==> config.mk <==
export PLATFORM = sky130hd
export DESIGN_NAME = seven_segment_scan_decoder
export DESIGN_NICKNAME = d
export VERILOG_FILES = /design/src/rtl/seg7_pkg.sv /design/src/rtl/seg7_pattern_decoder.sv /design/src/rtl/seven_segment_scan_decoder.sv
export SDC_FILE = /design/constraint.sdc
export NUM_CORES = 1
export LEC_CHECK = 0
export BUFFER_PORTS_ARGS = -buffer_cell sky130_fd_sc_hd__buf_4
export CAP_MARGIN = 20
export CORE_UTILIZATION = 62
export DETAILED_ROUTE_END_ITERATION = 10
export PLACE_DENSITY = 0.95
export SKIP_LAST_GASP = 1
export SLEW_MARGIN = 20
export SYNTH_ARGS = -nofsm -noshare
export SYNTH_HDL_FRONTEND = slang
export SYNTH_HIERARCHICAL = 1
export SYNTH_SLANG_ARGS = --single-unit
==> constraint.sdc <==
create_clock -name clk -period 4.4 [get_ports clk]
set_input_delay 0.22 -clock clk [delete_from_list [all_inputs] [get_ports clk]]
set_output_delay 0.22 -clock clk [all_outputs]
set_load 0.02 [all_outputs]
==> src/rtl/seg7_pkg.sv <==
// Shared 7-segment definitions: bit order, hex code table and capture FSM states.
// The display-driver side uses the same constants so both ends agree on the encoding.
package seg7_pkg;

    localparam int SEG_W = 7;

    // Segment line order on the bus: {a,b,c,d,e,f,g}, a in the MSB.
    localparam int SEG_A = 6;
    localparam int SEG_B = 5;
    localparam int SEG_C = 4;
    localparam int SEG_D = 3;
    localparam int SEG_E = 2;
    localparam int SEG_F = 1;
    localparam int SEG_G = 0;

    localparam logic [6:0] SEG_0     = 7'b1111110;
    localparam logic [6:0] SEG_1     = 7'b0110000;
    localparam logic [6:0] SEG_2     = 7'b1101101;
    localparam logic [6:0] SEG_3     = 7'b1111001;
    localparam logic [6:0] SEG_4     = 7'b0110011;
    localparam logic [6:0] SEG_5     = 7'b1011011;
    localparam logic [6:0] SEG_6     = 7'b1011111;
    localparam logic [6:0] SEG_7     = 7'b1110000;
    localparam logic [6:0] SEG_8     = 7'b1111111;
    localparam logic [6:0] SEG_9     = 7'b1111011;
    localparam logic [6:0] SEG_HA    = 7'b1110111;
    localparam logic [6:0] SEG_HB    = 7'b0011111;
    localparam logic [6:0] SEG_HC    = 7'b1001110;
    localparam logic [6:0] SEG_HD    = 7'b0111101;
    localparam logic [6:0] SEG_HE    = 7'b1001111;
    localparam logic [6:0] SEG_HF    = 7'b1000111;
    localparam logic [6:0] SEG_BLANK = 7'b0000000;

    localparam logic [0:0] ST_SETTLE = 1'b0;
    localparam logic [0:0] ST_HELD   = 1'b1;

endpackage

==> src/rtl/seg7_pattern_decoder.sv <==
// Combinational reverse lookup of a 7-segment pattern into a hex nibble.
// All-off reports blank, anything outside the table reports invalid; both give nibble 0.
module seg7_pattern_decoder
    import seg7_pkg::*;
(
    input  logic [6:0] seg,
    output logic [3:0] nibble,
    output logic       blank,
    output logic       invalid
);

    // Table lookup with blank/invalid classification
    always_comb begin
        nibble  = 4'h0;
        blank   = 1'b0;
        invalid = 1'b0;
        case (seg)
            SEG_0:     nibble = 4'h0;
            SEG_1:     nibble = 4'h1;
            SEG_2:     nibble = 4'h2;
            SEG_3:     nibble = 4'h3;
            SEG_4:     nibble = 4'h4;
            SEG_5:     nibble = 4'h5;
            SEG_6:     nibble = 4'h6;
            SEG_7:     nibble = 4'h7;
            SEG_8:     nibble = 4'h8;
            SEG_9:     nibble = 4'h9;
            SEG_HA:    nibble = 4'hA;
            SEG_HB:    nibble = 4'hB;
            SEG_HC:    nibble = 4'hC;
            SEG_HD:    nibble = 4'hD;
            SEG_HE:    nibble = 4'hE;
            SEG_HF:    nibble = 4'hF;
            SEG_BLANK: blank   = 1'b1;
            default:   invalid = 1'b1;
        endcase
    end

endmodule

==> src/rtl/seven_segment_scan_decoder.sv <==
// Samples a scanned 7-segment bus, captures each digit once it has been stable,
// and presents the assembled frame on a valid/ready output with sticky overrun.
module seven_segment_scan_decoder
    import seg7_pkg::*;
#(
    parameter int DIGITS = 4,
    parameter int STABLE = 4
) (
    input  logic                  clk,
    input  logic                  rst_n,
    input  logic [6:0]            seg,
    input  logic [DIGITS-1:0]     dig_en,
    input  logic                  out_ready,
    input  logic                  ovr_clr,
    output logic                  out_valid,
    output logic [4*DIGITS-1:0]   value,
    output logic [DIGITS-1:0]     blank,
    output logic [DIGITS-1:0]     invalid,
    output logic                  ovr
);

    localparam logic [7:0] STABLE_C = 8'(STABLE);

    logic [DIGITS+6:0]   samp_r;
    logic [DIGITS+6:0]   cur_s;
    logic [7:0]          run_r;
    logic [7:0]          run_nxt_s;
    logic [DIGITS-1:0]   state_r;
    logic [DIGITS-1:0]   mask_r;
    logic [DIGITS-1:0]   cap_s;
    logic [4*DIGITS-1:0] slot_val_r;
    logic [DIGITS-1:0]   slot_blank_r;
    logic [DIGITS-1:0]   slot_inv_r;
    logic [4*DIGITS-1:0] mval_s;
    logic [DIGITS-1:0]   mblank_s;
    logic [DIGITS-1:0]   minv_s;
    logic                change_s;
    logic                onehot_s;
    logic                full_s;
    logic                load_s;
    logic                drop_s;
    logic [3:0]          nib_s;
    logic                dec_blank_s;
    logic                dec_inv_s;

    seg7_pattern_decoder u_dec (
        .seg     (seg),
        .nibble  (nib_s),
        .blank   (dec_blank_s),
        .invalid (dec_inv_s)
    );

    assign cur_s    = {seg, dig_en};
    assign change_s = (cur_s != samp_r);
    assign onehot_s = (dig_en != '0) && ((dig_en & (dig_en - DIGITS'(1))) == '0);

    // Run length of identical samples, saturating at the stability threshold
    always_comb begin
        if (change_s) begin
            run_nxt_s = 8'd1;
        end else if (run_r >= STABLE_C) begin
            run_nxt_s = STABLE_C;
        end else begin
            run_nxt_s = run_r + 8'd1;
        end
    end

    // Capture decision per digit and merge of this edge's capture into the slots
    always_comb begin
        cap_s    = '0;
        mval_s   = slot_val_r;
        mblank_s = slot_blank_r;
        minv_s   = slot_inv_r;
        for (int i = 0; i < DIGITS; i++) begin
            cap_s[i]          = (run_nxt_s == STABLE_C) && onehot_s && dig_en[i] &&
                                (state_r[i] == ST_SETTLE[0]);
            mval_s[4*i +: 4]  = cap_s[i] ? nib_s : slot_val_r[4*i +: 4];
            mblank_s[i]       = cap_s[i] ? dec_blank_s : slot_blank_r[i];
            minv_s[i]         = cap_s[i] ? dec_inv_s : slot_inv_r[i];
        end
        full_s = &(mask_r | cap_s);
        load_s = full_s && (!out_valid || out_ready);
        drop_s = full_s && out_valid && !out_ready;
    end

    // Sample register, run counter, per-digit FSMs, slots and frame mask
    always_ff @(posedge clk) begin
        if (!rst_n) begin
            samp_r       <= '0;
            run_r        <= 8'd0;
            state_r      <= '0;
            mask_r       <= '0;
            slot_val_r   <= '0;
            slot_blank_r <= '0;
            slot_inv_r   <= '0;
        end else begin
            samp_r       <= cur_s;
            run_r        <= run_nxt_s;
            slot_val_r   <= mval_s;
            slot_blank_r <= mblank_s;
            slot_inv_r   <= minv_s;
            mask_r       <= full_s ? '0 : (mask_r | cap_s);
            for (int i = 0; i < DIGITS; i++) begin
                if (cap_s[i]) begin
                    state_r[i] <= ST_HELD[0];
                end else if (change_s) begin
                    state_r[i] <= ST_SETTLE[0];
                end
            end
        end
    end

    // Output register with valid/ready handshake; a full frame is dropped only when stalled
    always_ff @(posedge clk) begin
        if (!rst_n) begin
            out_valid <= 1'b0;
            value     <= '0;
            blank     <= '0;
            invalid   <= '0;
            ovr       <= 1'b0;
        end else begin
            if (load_s) begin
                out_valid <= 1'b1;
                value     <= mval_s;
                blank     <= mblank_s;
                invalid   <= minv_s;
            end else if (out_valid && out_ready) begin
                out_valid <= 1'b0;
            end
            if (drop_s) begin
                ovr <= 1'b1;
            end else if (ovr_clr) begin
                ovr <= 1'b0;
            end
        end
    end

endmodule

==> summary.md, run 1 <==
| Metric | Value |
|---|---|
| Int Pwr | `approximately 0.98 mW` |
| Sw Pwr | `0.306 mW` |
| Peak supply drop | `195 uV` |
| I/O pin count | `41` |
| Post-synth EDFFs | `0` |
| Core area | `5540 um^2` |
| Footprint of the multi-input gates | `1910 um^2` |
| Post CTS Setup Buffer Count | `0` |
| Crit. End Element | `register` |
| P&R area growth vs syn | `12.3%` |
| Cells after Synth | `330` |
| Antenna Nets Post-Route | `0` |
| Xor and xnor area share after synthesis | `3.37%` |
| Leakage power | `1.59 nW` |
| Slew Limit Fails | `0` |
| Fin crit period | `2980 ps` |
| Data required, critical path | `around 4600 ps` |
| Initial antenna violation count | `0` |
| Final core occ | `73.0%` |
| Initial Utilization | `65.1%` |
| Post-synthesis mux area share | `16.2%` |
| R2R depth | `8` |
| Distinct cells, synth | `60` |
| Finish-stage setup viols | `0` |
| Critical Path Start Type | `register` |
| Sequential Area | `roughly 1500 um^2` |
| DR iter-0 viols | `approximately 160` |
| Root Buffer | `clkbuf_8` |
| HP Class | `in2reg` |
| Main synth FF type | `dfxtp_1` |
| Synth warnings | `6` |
| Adder and majority cell fraction of the synthesized area | `0.694%` |
| Buffers added on ports | `40` |
| HPWL Detailed | `between 4 and 5 mm` |
| Simple-gate area share of the yosys netlist | `25.0%` |
| Total GRT Usage | `24.7%` |
| Switching part of the total | `23.9%` |
| Worst-Margin Slew | `between 900 and 1000 ps` |
| Main combinational cell family by area after synthesis | `simple AND/OR/NAND/NOR gates` |
| Reg-to-Reg End | `value[15]` |
| Power share of the combinational group | `about 7.4%` |
| Ant. Diodes | `0` |
| Post-Syn Area | `3600 um^2` |
| Setup_tns | `0 ps` |
| Critical path origin | `run_r[7]` |
| Slew HR | `37.7%` |
| Total number of vias | `2514` |
| CTS Hold Bufs | `0` |
| Crit path kind | `reg2reg` |
| Period Utilization, post-route | `around two thirds` |
| Worst-Skew Late Latency | `350 ps` |
| Full die area | `6120 um^2` |
| Pre-CTS setup slack | `1530 ps` |
| Synthesized flop and latch total | `77` |
| CTS tree | `built` |
| Clock skew | `6.32 ps` |
| CTS buffer count | `9` |
| Power density over the cells | `roughly 320 nW/um^2` |
| Die Span Y | `78.3 um` |
| Reg2reg setup slack | `around 1400 ps` |
| Global-route wire length before repair | `approximately 12 mm` |
| Floorplan row count | `27` |
| Nets@finish | `384` |
| Total power draw | `1.28 mW` |
| Compound-gate portion of the synthesized area | `between 7 and 8%` |
| Final wirelength | `approximately 7 mm` |
| Vias in the first global route | `2382` |
| Post-cts sizing count | `0` |
| Routed len/inst | `roughly 16 um` |
| Clk pwr share | `37.3%` |
| Pin count of the biggest net entering global routing | `69` |
| DR vias/cell | `approximately 5.7` |
| Critical Path Sink | `value[15]` |
| Clock sinks | `77` |
| Seq/Total Area, Yosys | `42.8%` |
| Post-synthesis async set-or-reset flop share | `0%` |
| Layout fillers | `379` |
| Die W | `78.3 um` |
| Share of layout cells above drive strength 1 | `25.3%` |
| Clock Tree Buf Depth | `2` |
| Final hold vios | `0` |
| Final hold slack | `122 ps` |
| PnR worst setup slack | `1420 ps` |
| Worst-path clk slew | `80 ps` |
| Arrival time at the worst endpoint | `between 3000 and 4000 ps` |
| DRC violation count after routing | `0` |
| Total gr overflow | `0` |
| Reg2reg start | `run_r[7]` |
| Fmax | `336 MHz` |
| H-Tree Depth | `3` |
| Reg power frac | `~55%` |
| Hold Path Cell Cnt | `2` |
| Unrepaired setup endpoints after global routing | `false` |
| Max Cap Violations | `0` |
| Status | `finished, final reports clean` |
| Syn_area_per_cell | `10.9 um^2` |
| GPL Wtd Cong | `0.840` |
| Crit-path max FO | `24` |
| Pre-antenna DRT Iters | `5` |
==> state kept, by name, indices dropped and copies added, names as in the netlist <==
name / flops
slot_inv_r: 4
state_r: 4
blank: 4
samp_r: 11
mask_r: 4
value: 16
invalid: 4
out_valid: 1
ovr: 1
run_r: 8
slot_blank_r: 4
slot_val_r: 16
==> cell usage after synthesis, drive strengths merged, types with 2 or more instances <==
cell type	count	area (um^2)
a32oi	4	35.0
dfxtp	77	1540
o211ai	2	15.0
mux2	24	345
nor3	3	15.0
a31oi	5	37.5
clkbuf	8	40.0
nand2	8	30.0
o22a	2	17.5
o21ai	3	15.0
nor2b	36	225
or4	2	15.0
and3	2	12.5
nor4b	3	26.3
nor4	6	73.8
nand3	6	30.0
inv	4	15.0
and2b	2	16.3
or3	2	17.5
nor3b	3	56.3
ha	2	25.0
buf	11	109
and2	35	219
nand4b	3	26.3
mux2i	24	240
a21oi	3	15.0
nand4	4	31.3
nand2b	4	25.0
nor2	12	45.0
xnor2	12	113
==> per-stage QoR <==
stage,cell area (um^2),cells
floorplan,3620,334
global placement,3870,428
detailed placement,3870,428
CTS,4050,444
global route,4050,444
finish,4050,444
==> power groups by stage <==
stage	clock network, mW	registers (mW)	logic [mW]
after floorplan	0	0.724	0.0692
after global placement	0	0.724	0.0903
after detailed placement	0	0.725	0.0929
after CTS	0.485	0.709	0.0946
after global routing	0.511	0.709	0.104
final	0.479	0.708	0.0955
==> metal layers <==
metal,vias up,part of all wire (%),GRT usage [%]
li1,1217,-,-
met1,1209,45,30.7
met2,75,49,40.8
met3,13,4.9,4.07
met4,0,1.8,13.7
met5,-,0,0
==> final cells by class <==
cell class | count | share of cell area (%)
inverter | 4 | 0.371
clock inverter | 4 | 0.557
timing repair buffer | 41 | 7.61
clock buffer | 12 | 3.83
tap | 72 | 2.23
sequential | 77 | 38.1
multi-input combinational | 234 | 47.3
==> logic make-up after synthesis <==
group,Yosys count
XOR/XNOR,13
adder cells (fa/ha/maj),2
buffers and inverters,23
AO/OA/AOI/OAI,31
flip-flops,77
AND/OR/NAND/NOR,135
multiplexers,48
other,1
==> layout by cell type (no fill, tap or decap), types with 4 or more instances in the layout <==
cell      synthesis  final
nand2_1           8      8
xnor2_1          11     11
clkbuf_8          1     11
dfxtp_1          77     77
and2_1           35     35
nand2b_1          4      4
buf_4             2     41
nor2b_1          36     36
a32oi_1           4      4
nand3_1           6      6
mux2_4           20     20
mux2i_1          24     24
inv_1             4      4
a31oi_1           4      4
conb_1            1      5
nor2_1           12     12
mux2_2            4      4
==> how the worst min path moves through the flow <==
stage / start / slack [ps] / to
floorplan: dig_en[0] / 340 / samp_r[0]
global placement: mask_r[2] / 480 / mask_r[2]
detailed placement: mask_r[0] / 480 / mask_r[0]
CTS: dig_en[1] / 120 / samp_r[1]
global route: dig_en[1] / 130 / samp_r[1]
finish: dig_en[1] / 120 / samp_r[1]
==> critical path, stage by stage, from the launching register on <==
cell,delay (ps)
dfxtp_1,310
or4_1,560
or3_1,400
o21ba_1,300
a31oi_1,290
nor4_2,110
nand2b_1,100
buf_4,390
mux2_2,390
Note: power is estimated with default switching activity, not from simulation.
==> run 2: changes to the inputs <==
--- a/config.mk
+++ b/config.mk
@@ -5,11 +5,12 @@
 export SDC_FILE = /design/constraint.sdc
 export NUM_CORES = 1
 export LEC_CHECK = 0
+export ABC_AREA = 1
 export BUFFER_PORTS_ARGS = -buffer_cell sky130_fd_sc_hd__buf_4
 export CAP_MARGIN = 20
-export CORE_UTILIZATION = 62
+export CORE_UTILIZATION = 52
 export DETAILED_ROUTE_END_ITERATION = 10
-export PLACE_DENSITY = 0.95
+export PLACE_DENSITY = 0.86
 export SKIP_LAST_GASP = 1
 export SLEW_MARGIN = 20
 export SYNTH_ARGS = -nofsm -noshare
==> constraint.sdc (replaced) <==
create_clock -name clk -period 2.4 [get_ports clk]
set_input_delay 0.12 -clock clk [delete_from_list [all_inputs] [get_ports clk]]
set_output_delay 0.12 -clock clk [all_outputs]
set_load 0.02 [all_outputs]
==> run 2 against run 1 <==
Clock skew rose by 5.8 ps. Worst hold slack lost 110 ps. Via count increased by 27%. Non-clock buffer count grew 21. Area after synthesis fell by 3.8%. Critical endpoint is now blank[1]. Largest power group unchanged. Highest routed layer unchanged.
==> summary.md, run 2 <==
| Metric | Value |
|---|---|
| Syn_area_per_cell | `6.81 um^2 (-38%)` |
| Nets@finish | `581 (+51%)` |
| HPWL Detailed | `4.95 mm (+8.7%)` |
| Root Buffer | `clkbuf_8` |
| Finish-stage setup viols | `0 (unchanged)` |
| DRC violation count after routing | `0 (unchanged)` |
| Worst path most repeated cell | `nand2_1` |
| Post-cts sizing count | `0 (unchanged)` |
| Slew HR | `33.0% (-4.7 points)` |
| Fmax | `~450 MHz` |
| P&R area growth vs syn | `20.2%` |
| Core area | `6390 um^2 (+15%)` |
| Final wirelength | `7.56 mm (+7.1%)` |
| Top cell type's share of synthesized area | `44.5% (+1.7 points)` |
| Synth warnings | `6 (unchanged)` |
| Hold Path Cell Cnt | `3 (+1)` |
| Arrival time at the worst endpoint | `2500 ps (-720 ps)` |
| Seq/Total Area, Yosys | `44.5% (+1.7 points)` |
| Distinct cells, synth | `27 (-55%)` |
| DP Area | `3820 um^2 (-1.3%)` |
| Compound-gate portion of the synthesized area | `8.05% (+0.76 points)` |
| Sw Pwr | `0.609 mW (+99%)` |
| Biggest regs | `slot_val_r: 16 flops, value: 16 flops, samp_r: 11 flops` |
| Initial Utilization | `54.3% (-11 points)` |
| Commonest non-fill, non-tap cell in the layout | `nand2_1` |
| Reg2reg start | `run_r[0]` |
| Slowest stage delay, CP | `550 ps (about the same)` |
| Cells after Synth | `509 (+54%)` |
| Worst-Margin Slew | `1000 ps (+72.7 ps)` |
| Placed Instances | `615 (+44%)` |
| Ant. Diodes | `0 (unchanged)` |
| Area leader, netlist | `dfxtp_1` |
| Period Utilization, post-route | `between 90% and 100%` |
| Floorplan row count | `29 (+7.4%)` |
| Crit. End Element | `register` |
| Buffers added on ports | `40 (unchanged)` |
| Post-synthesis mux area share | `0% (-16 points)` |
| GR Layer Usage met3 | `3.36% (-0.71 points)` |
| Synthesized flop and latch total | `77 (unchanged)` |
| Hold Crit Start | `seg[1]` |
| Post-synth EDFFs | `0 (unchanged)` |
| Global-route wire length before repair | `12.6 mm (+8.5%)` |
| Met2 usage | `39.9% (-0.88 points)` |
| Die Span Y | `83.7 um (+6.9%)` |
| Most frequent cell after synthesis | `nand2_1` |
| Main combinational cell family by area after synthesis | `simple AND/OR/NAND/NOR gates` |
| Total power draw | `2.47 mW (+93%)` |
| Post-synthesis async set-or-reset flop share | `0% (unchanged)` |
| Final core occ | `65.3% (-7.8 points)` |
| Total gr overflow | `0 (unchanged)` |
| Final std cells w/o fill | `646 (+45%)` |
| Power density over the cells | `593 nW/um^2 (+87%)` |
| Worst path cell trace | `dlygate4sd3_1 > buf_4 > inv_1 > nand2_1 > nand2_1 > nand2_1 > nor2_1 > nand2_1 > nor2_4 > nand4_1 > nand2_1 > nand2_2 > nor2_8 > buf_12 > nand3_1 > nand2_1 > nor2_1` |
| Peak supply drop | `463 uV (+140%)` |
| Slew Limit Fails | `0 (unchanged)` |
| Full die area | `7000 um^2 (+14%)` |
| Int Pwr | `1.86 mW (+91%)` |
| Most frequent cells in the layout | `nand2_1, nor2_1, dfxtp_1` |
| Clock sinks | `77 (unchanged)` |
| Reg power frac | `52.5% (-2.7 points)` |
| Post-synth top cells | `nand2_1, nor2_1, dfxtp_1, inv_1, nand3_1` |
| Post-Syn Area | `3470 um^2 (-3.8%)` |
| Simple-gate area share of the yosys netlist | `33.2% (+8.2 points)` |
| Worst-path clk slew | `90 ps (about the same)` |
| DR vias/cell | `4.96 (-12%)` |
| Main synth FF type | `dfxtp_1` |
| Switching part of the total | `24.6% (+0.75 points)` |
| Initial antenna violation count | `0 (unchanged)` |
| DR iter-0 viols | `173 (+6.8%)` |
| Power share of the combinational group | `6.0% (-1.4 points)` |
| H-Tree Depth | `3 (unchanged)` |
| Pre-CTS setup slack | `216 ps (-1310 ps)` |
| GPL Wtd Cong | `0.909 (+8.1%)` |
| Clk pwr share | `41.5% (+4.2 points)` |
| Pre-antenna DRT Iters | `4 (-1)` |
| Adder and majority cell fraction of the synthesized area | `0.722% (+0.028 points)` |
| Max Cap Violations | `0 (unchanged)` |
| Fin crit period | `2240 ps` |
| Share of layout cells above drive strength 1 | `15.1% (-10 points)` |
| Total GRT Usage | `22.0% (-2.7 points)` |
| CP top delay family | `simple AND/OR/NAND/NOR gates` |
| Die W | `83.7 um (+6.9%)` |
| Grt met1 use | `25.0% (-5.7 points)` |
| Post-Layout Inst Area | `4170 um^2 (+3.0%)` |
| CP Buf/Inv Count | `4 (+3)` |
| Total number of vias | `3201 (+27%)` |
| Antenna Nets Post-Route | `0 (unchanged)` |
| Layout fillers | `528 (+39%)` |
| Worst-Skew Late Latency | `360 ps (about the same)` |
| Crit-path max FO | `15 (-38%)` |
| Critical Path Start Type | `input pin` |
| HP Class | `in2reg` |
| Final hold vios | `0 (unchanged)` |
| Data required, critical path | `2650 ps (-1990 ps)` |
| Clock skew | `12.1 ps (+5.76 ps)` |
| Status | `finished, final reports clean` |
| Leakage power | `1.99 nW (+25%)` |
| R2R depth | `13 (+5)` |
| Routed len/inst | `11.7 um (-26%)` |
| Critical path origin | `dig_en[0]` |
| Ranking of synthesized cells by area | `dfxtp_1, nand2_1, nor2_1, inv_1, nand3_1` |
| Pin count of the biggest net entering global routing | `49 (-29%)` |
| Top Usage Layer GRT | `met2` |
| Vias in the first global route | `2976 (+25%)` |
| Slowest-stage cell, CP | `dlygate4sd3_1` |
| CTS buffer count | `9 (unchanged)` |
| CTS tree | `built` |
| Clock Tree Buf Depth | `2 (unchanged)` |
| I/O pin count | `41 (unchanged)` |
| Worst path depth | `17 (+9)` |
| PnR worst setup slack | `159 ps (-1260 ps)` |
| Crit path kind | `in2reg` |
| Xor and xnor area share after synthesis | `1.52% (-1.9 points)` |
## run 2: cell count changes in the layout (fill, tap and decap cells not counted), moves of 23 or more
cell,before,now
o21ai_0,3,28
mux2i_1,24,0
a21oi_1,3,26
nand3_1,6,36
nor2_1,12,84
nand2_1,8,123
and2_1,35,0
inv_1,4,75
nor2b_1,36,0
## run 2: worst paths after layout
path / endpoint / slack (ps)
max reg2reg: blank[1] / 210
min: samp_r[5] / 10
min reg2reg: ovr / 480
max: blank[1] / 160
## run 2: cell type report
type / instances / area, um^2 / share of cell area (%)
Clock buffer: 10 / 138 / 3.30
Clock inverter: 6 / 71.3 / 1.71
Inverter: 77 / 289 / 6.93
Multi-Input combinational cell: 337 / 1530 / 36.6
Sequential cell: 77 / 1540 / 37.0
Tap cell: 77 / 96.3 / 2.31
Timing Repair Buffer: 62 / 505 / 12.1
## run 2: repair_timing
action                                 in CTS  in global routing
setup endpoints to repair                   0                 16
hold buffers                                4                  0
buffers inserted                            0                 10
endpoints found under the hold margin       4                  0
## run 2: per-layer routing
layer,share of wire [%],vias up,wire (um)
met4,2.0,0,150
met2,52,64,3920
met5,0,-,0
met3,3.7,15,283
met1,42,1453,3200
li1,-,1669,-
## run 2: logic make-up after synthesis
family,after synthesis
compound gates,55
buf+inv,99
flops,77
fa+ha+maj,2
simple gates,269
other cells,1
xor+xnor,6
## run 2: tightest hold or removal path, delay by kind of cell
family,cells,cell delay [ps]
simple gates,1,50
buf+inv,2,160
## run 2: power by group through the flow
stage / Combinational, mW / Sequential (mW) / Clock (mW)
2_1_floorplan: 0.0919 / 1.33 / 0
3_3_place_gp: 0.137 / 1.33 / 0
3_5_place_dp: 0.142 / 1.33 / 0
6_report: 0.147 / 1.30 / 1.03
4_1_cts: 0.147 / 1.30 / 1.03
5_1_grt: 0.167 / 1.30 / 1.09
## run 2: stage by stage
step	hold WS (ps)	setup TNS, ps
finish	10.4	0
global route	18.4	-9.41
CTS	5.20	0
detailed placement	340	0
global placement	331	0
floorplan	213	0
==> run 3: changes to the inputs <==
--- a/config.mk
+++ b/config.mk
@@ -8,7 +8,9 @@
 export ABC_AREA = 1
 export BUFFER_PORTS_ARGS = -buffer_cell sky130_fd_sc_hd__buf_4
 export CAP_MARGIN = 20
-export CORE_UTILIZATION = 52
+export CELL_PAD_IN_SITES_DETAIL_PLACEMENT = 1
+export CELL_PAD_IN_SITES_GLOBAL_PLACEMENT = 1
+export CORE_UTILIZATION = 37
 export DETAILED_ROUTE_END_ITERATION = 10
 export PLACE_DENSITY = 0.86
 export SKIP_LAST_GASP = 1
==> run 3 against run 2 <==
Power up 4.7%. Worst setup slack worse by 77 ps. Clock power up 9.7%. Routed wire length up 33%. Combinational power up 9.5%. Critical path depth unchanged. Cell area up 1.9%. Count of clock-buffer cells in the layout unchanged. Via count up 3.9%. Sequential share of layout area down 0.70 points. Global-route usage down 1.7 points. Die area up 39%.
==> summary.md, run 3 (same netlist as run 2, synthesis figures left out) <==
| Metric | Value |
|---|---|
| Status | `finished, final reports clean` |
| Clock Tree Buf Depth | `2 (unchanged)` |
| Ant. Diodes | `0 (unchanged)` |
| Biggest regs | `slot_val_r: 16 flops, value: 16 flops, samp_r: 11 flops` |
| Core area | `8890 um^2 (+39%)` |
| Arrival time at the worst endpoint | `2580 ps (+80 ps)` |
| GPL Wtd Cong | `0.878 (-3.4%)` |
| Peak supply drop | `231 uV (-50%)` |
| Crit path kind | `in2reg` |
| Power share of the combinational group | `6.2% (+0.2 points)` |
| DRC violation count after routing | `0 (unchanged)` |
| Worst path most repeated cell | `nand2_1` |
| Worst-Skew Late Latency | `370 ps (about the same)` |
| Pin count of the biggest net entering global routing | `49 (unchanged)` |
| CTS tree | `built` |
| CTS buffer count | `9 (unchanged)` |
| Critical Path Start Type | `input pin` |
| Fin crit period | `2320 ps (+76.7 ps)` |
| Finish-stage setup viols | `0 (unchanged)` |
| Initial antenna violation count | `0 (unchanged)` |
| Footprint of the multi-input gates | `1560 um^2 (+2.0%)` |
| Int Pwr | `1.94 mW (+4.4%)` |
| H-Tree Depth | `3 (unchanged)` |
| Initial Utilization | `39.0% (-15 points)` |
| Commonest non-fill, non-tap cell in the layout | `nand2_1` |
| Hold Crit Start | `seg[1]` |
| Worst path cell trace | `dlygate4sd3_1 > buf_4 > inv_1 > nand2_1 > nand2_1 > nand2_1 > nor2_2 > nand2_2 > nor2_4 > nand4_1 > nand2_1 > nand2_2 > nor2_8 > buf_4 > nand3_1 > nand2_1 > nor2_1` |
| Worst-Margin Slew | `622 ps (-382 ps)` |
| Reg power frac | `50.2% (-2.3 points)` |
| Grt met1 use | `22.6% (-2.4 points)` |
| Worst-path clk slew | `90 ps (about the same)` |
| DR vias/cell | `4.91 (-0.82%)` |
| Total number of vias | `3327 (+3.9%)` |
| DP Area | `3860 um^2 (+1.0%)` |
| Pre-antenna DRT Iters | `5 (+1)` |
| Total power draw | `2.59 mW (+4.7%)` |
| Floorplan row count | `34 (+17%)` |
| DR iter-0 viols | `103 (-40%)` |
| Clk pwr share | `43.6% (+2.1 points)` |
| Met2 usage | `37.7% (-2.3 points)` |
| Die W | `98.8 um (+18%)` |
| Switching part of the total | `24.8% (+0.22 points)` |
| Fmax | `431 MHz (-3.3%)` |
| Global-route wire length before repair | `15.6 mm (+23%)` |
| Hold path endpoint | `samp_r[5]` |
| Full die area | `9760 um^2 (+39%)` |
| Top Usage Layer GRT | `met2` |
| Vias in the first global route | `3369 (+13%)` |
| Nets@finish | `581 (unchanged)` |
| I/O pin count | `41 (unchanged)` |
| Clock skew | `14.4 ps (+2.33 ps)` |
| Total GRT Usage | `20.3% (-1.7 points)` |
| Leakage power | `2.00 nW (+0.56%)` |
| Antenna Nets Post-Route | `0 (unchanged)` |
| Final wirelength | `10.1 mm (+33%)` |
| Die Span Y | `98.8 um (+18%)` |
| Layout fillers | `1160 (+120%)` |
| Clock sinks | `77 (unchanged)` |
| Sequential Area | `1540 um^2 (unchanged)` |
| Final hold vios | `0 (unchanged)` |
| Crit. End Element | `register` |
| Slowest-stage cell, CP | `dlygate4sd3_1` |
| Sw Pwr | `0.643 mW (+5.6%)` |
| Hold Path Cell Cnt | `3 (unchanged)` |
| Slew HR | `58.5% (+26 points)` |
| Reg2reg setup slack | `140 ps (-70 ps)` |
| Share of layout cells above drive strength 1 | `15.3% (+0.18 points)` |
| Routed len/inst | `14.9 um (+27%)` |
| Buffers added on ports | `40 (unchanged)` |
| Crit-path max FO | `5 (-10)` |
| Reg2reg start | `run_r[0]` |
| P&R area growth vs syn | `22.6%` |
| Most frequent cells in the layout | `nand2_1, nor2_1, dfxtp_1` |
| HPWL Detailed | `6.27 mm (+27%)` |
| Reg-to-Reg End | `value[4]` |
| R2R depth | `13 (unchanged)` |
| HP Class | `in2reg` |
| Slowest stage delay, CP | `550 ps (about the same)` |
| Period Utilization, post-route | `96.6% (+3.2 points)` |
| Total gr overflow | `0 (unchanged)` |
| Data required, critical path | `2660 ps (about the same)` |
| Post-Layout Inst Area | `4250 um^2 (+1.9%)` |
| Root Buffer | `clkbuf_8` |
| Slew Limit Fails | `0 (unchanged)` |
| GR Layer Usage met3 | `3.69% (+0.32 points)` |
| Max Cap Violations | `0 (unchanged)` |
| Power density over the cells | `609 nW/um^2 (+2.7%)` |
-- run 3: cell types whose count changed in the layout (fill, tap and decap cells not counted), moves of 2 or more --
cell and delta:
buf_4 -5, nand2_1 -2, inv_6 +2, nor2_2 +2
-- run 3: power groups by stage --
stage | clock network (mW) | registers [mW] | logic (mW)
CTS | 1.14 | 1.30 | 0.156
finish | 1.13 | 1.30 | 0.161
global placement | 0 | 1.33 | 0.142
floorplan | 0 | 1.33 | 0.0919
global route | 1.19 | 1.30 | 0.183
detailed placement | 0 | 1.33 | 0.147
-- run 3: stage by stage --
stage	cells	hold slack, ps	utilization (%)	setup TNS (ps)	setup WS, ps
after floorplan	513	213	-	0	482
after global placement	646	334	43.4	0	327
after detailed placement	646	339	43.4	0	196
after CTS	667	0.158	46.5	0	96.8
after global routing	677	19.3	47.8	-85.1	-23.3
final	677	6.54	47.8	0	82.4
-- run 3: how the worst max path moves through the flow --
stage | startpoint | endpoint | depth (start not counted) | slack, ps
5_1_grt | run_r[0] | value[15] | 12 | -20
3_3_place_gp | run_r[0] | blank[3] | 13 | 330
3_5_place_dp | run_r[0] | value[7] | 13 | 200
2_1_floorplan | run_r[0] | value[10] | 13 | 480
6_report | dig_en[0] | value[4] | 17 | 80
4_1_cts | dig_en[0] | invalid[0] | 17 | 100
-- run 3: critical path: cells and delay by family --
family	cells	cell delay, ps
buffers and inverters	4	940
AND/OR/NAND/NOR	13	1500
-- run 3: layer usage --
layer  wire length [um]  vias to the layer above
met5                  0                        -
met1               4340                     1589
met3                261                       26
li1                   -                     1662
met2               5170                       50
met4                302                        0
-- run 3: final cells by class --
| type | count | share of cell area (%) |
|---|---|---|
| Timing Repair Buffer | 60 | 11.9 |
| Inverter | 77 | 6.80 |
| Clock inverter | 6 | 2.21 |
| Multi-Input combinational cell | 339 | 36.7 |
| Tap cell | 108 | 3.18 |
| Sequential cell | 77 | 36.3 |
| Clock buffer | 10 | 3.00 |
-- run 3: repair_timing --
action	4_1_cts	5_1_grt
hold endpoints to repair	5	0
hold buffers	5	0
setup buffers	0	6
setup endpoints to repair	0	26
resized for setup	0	6
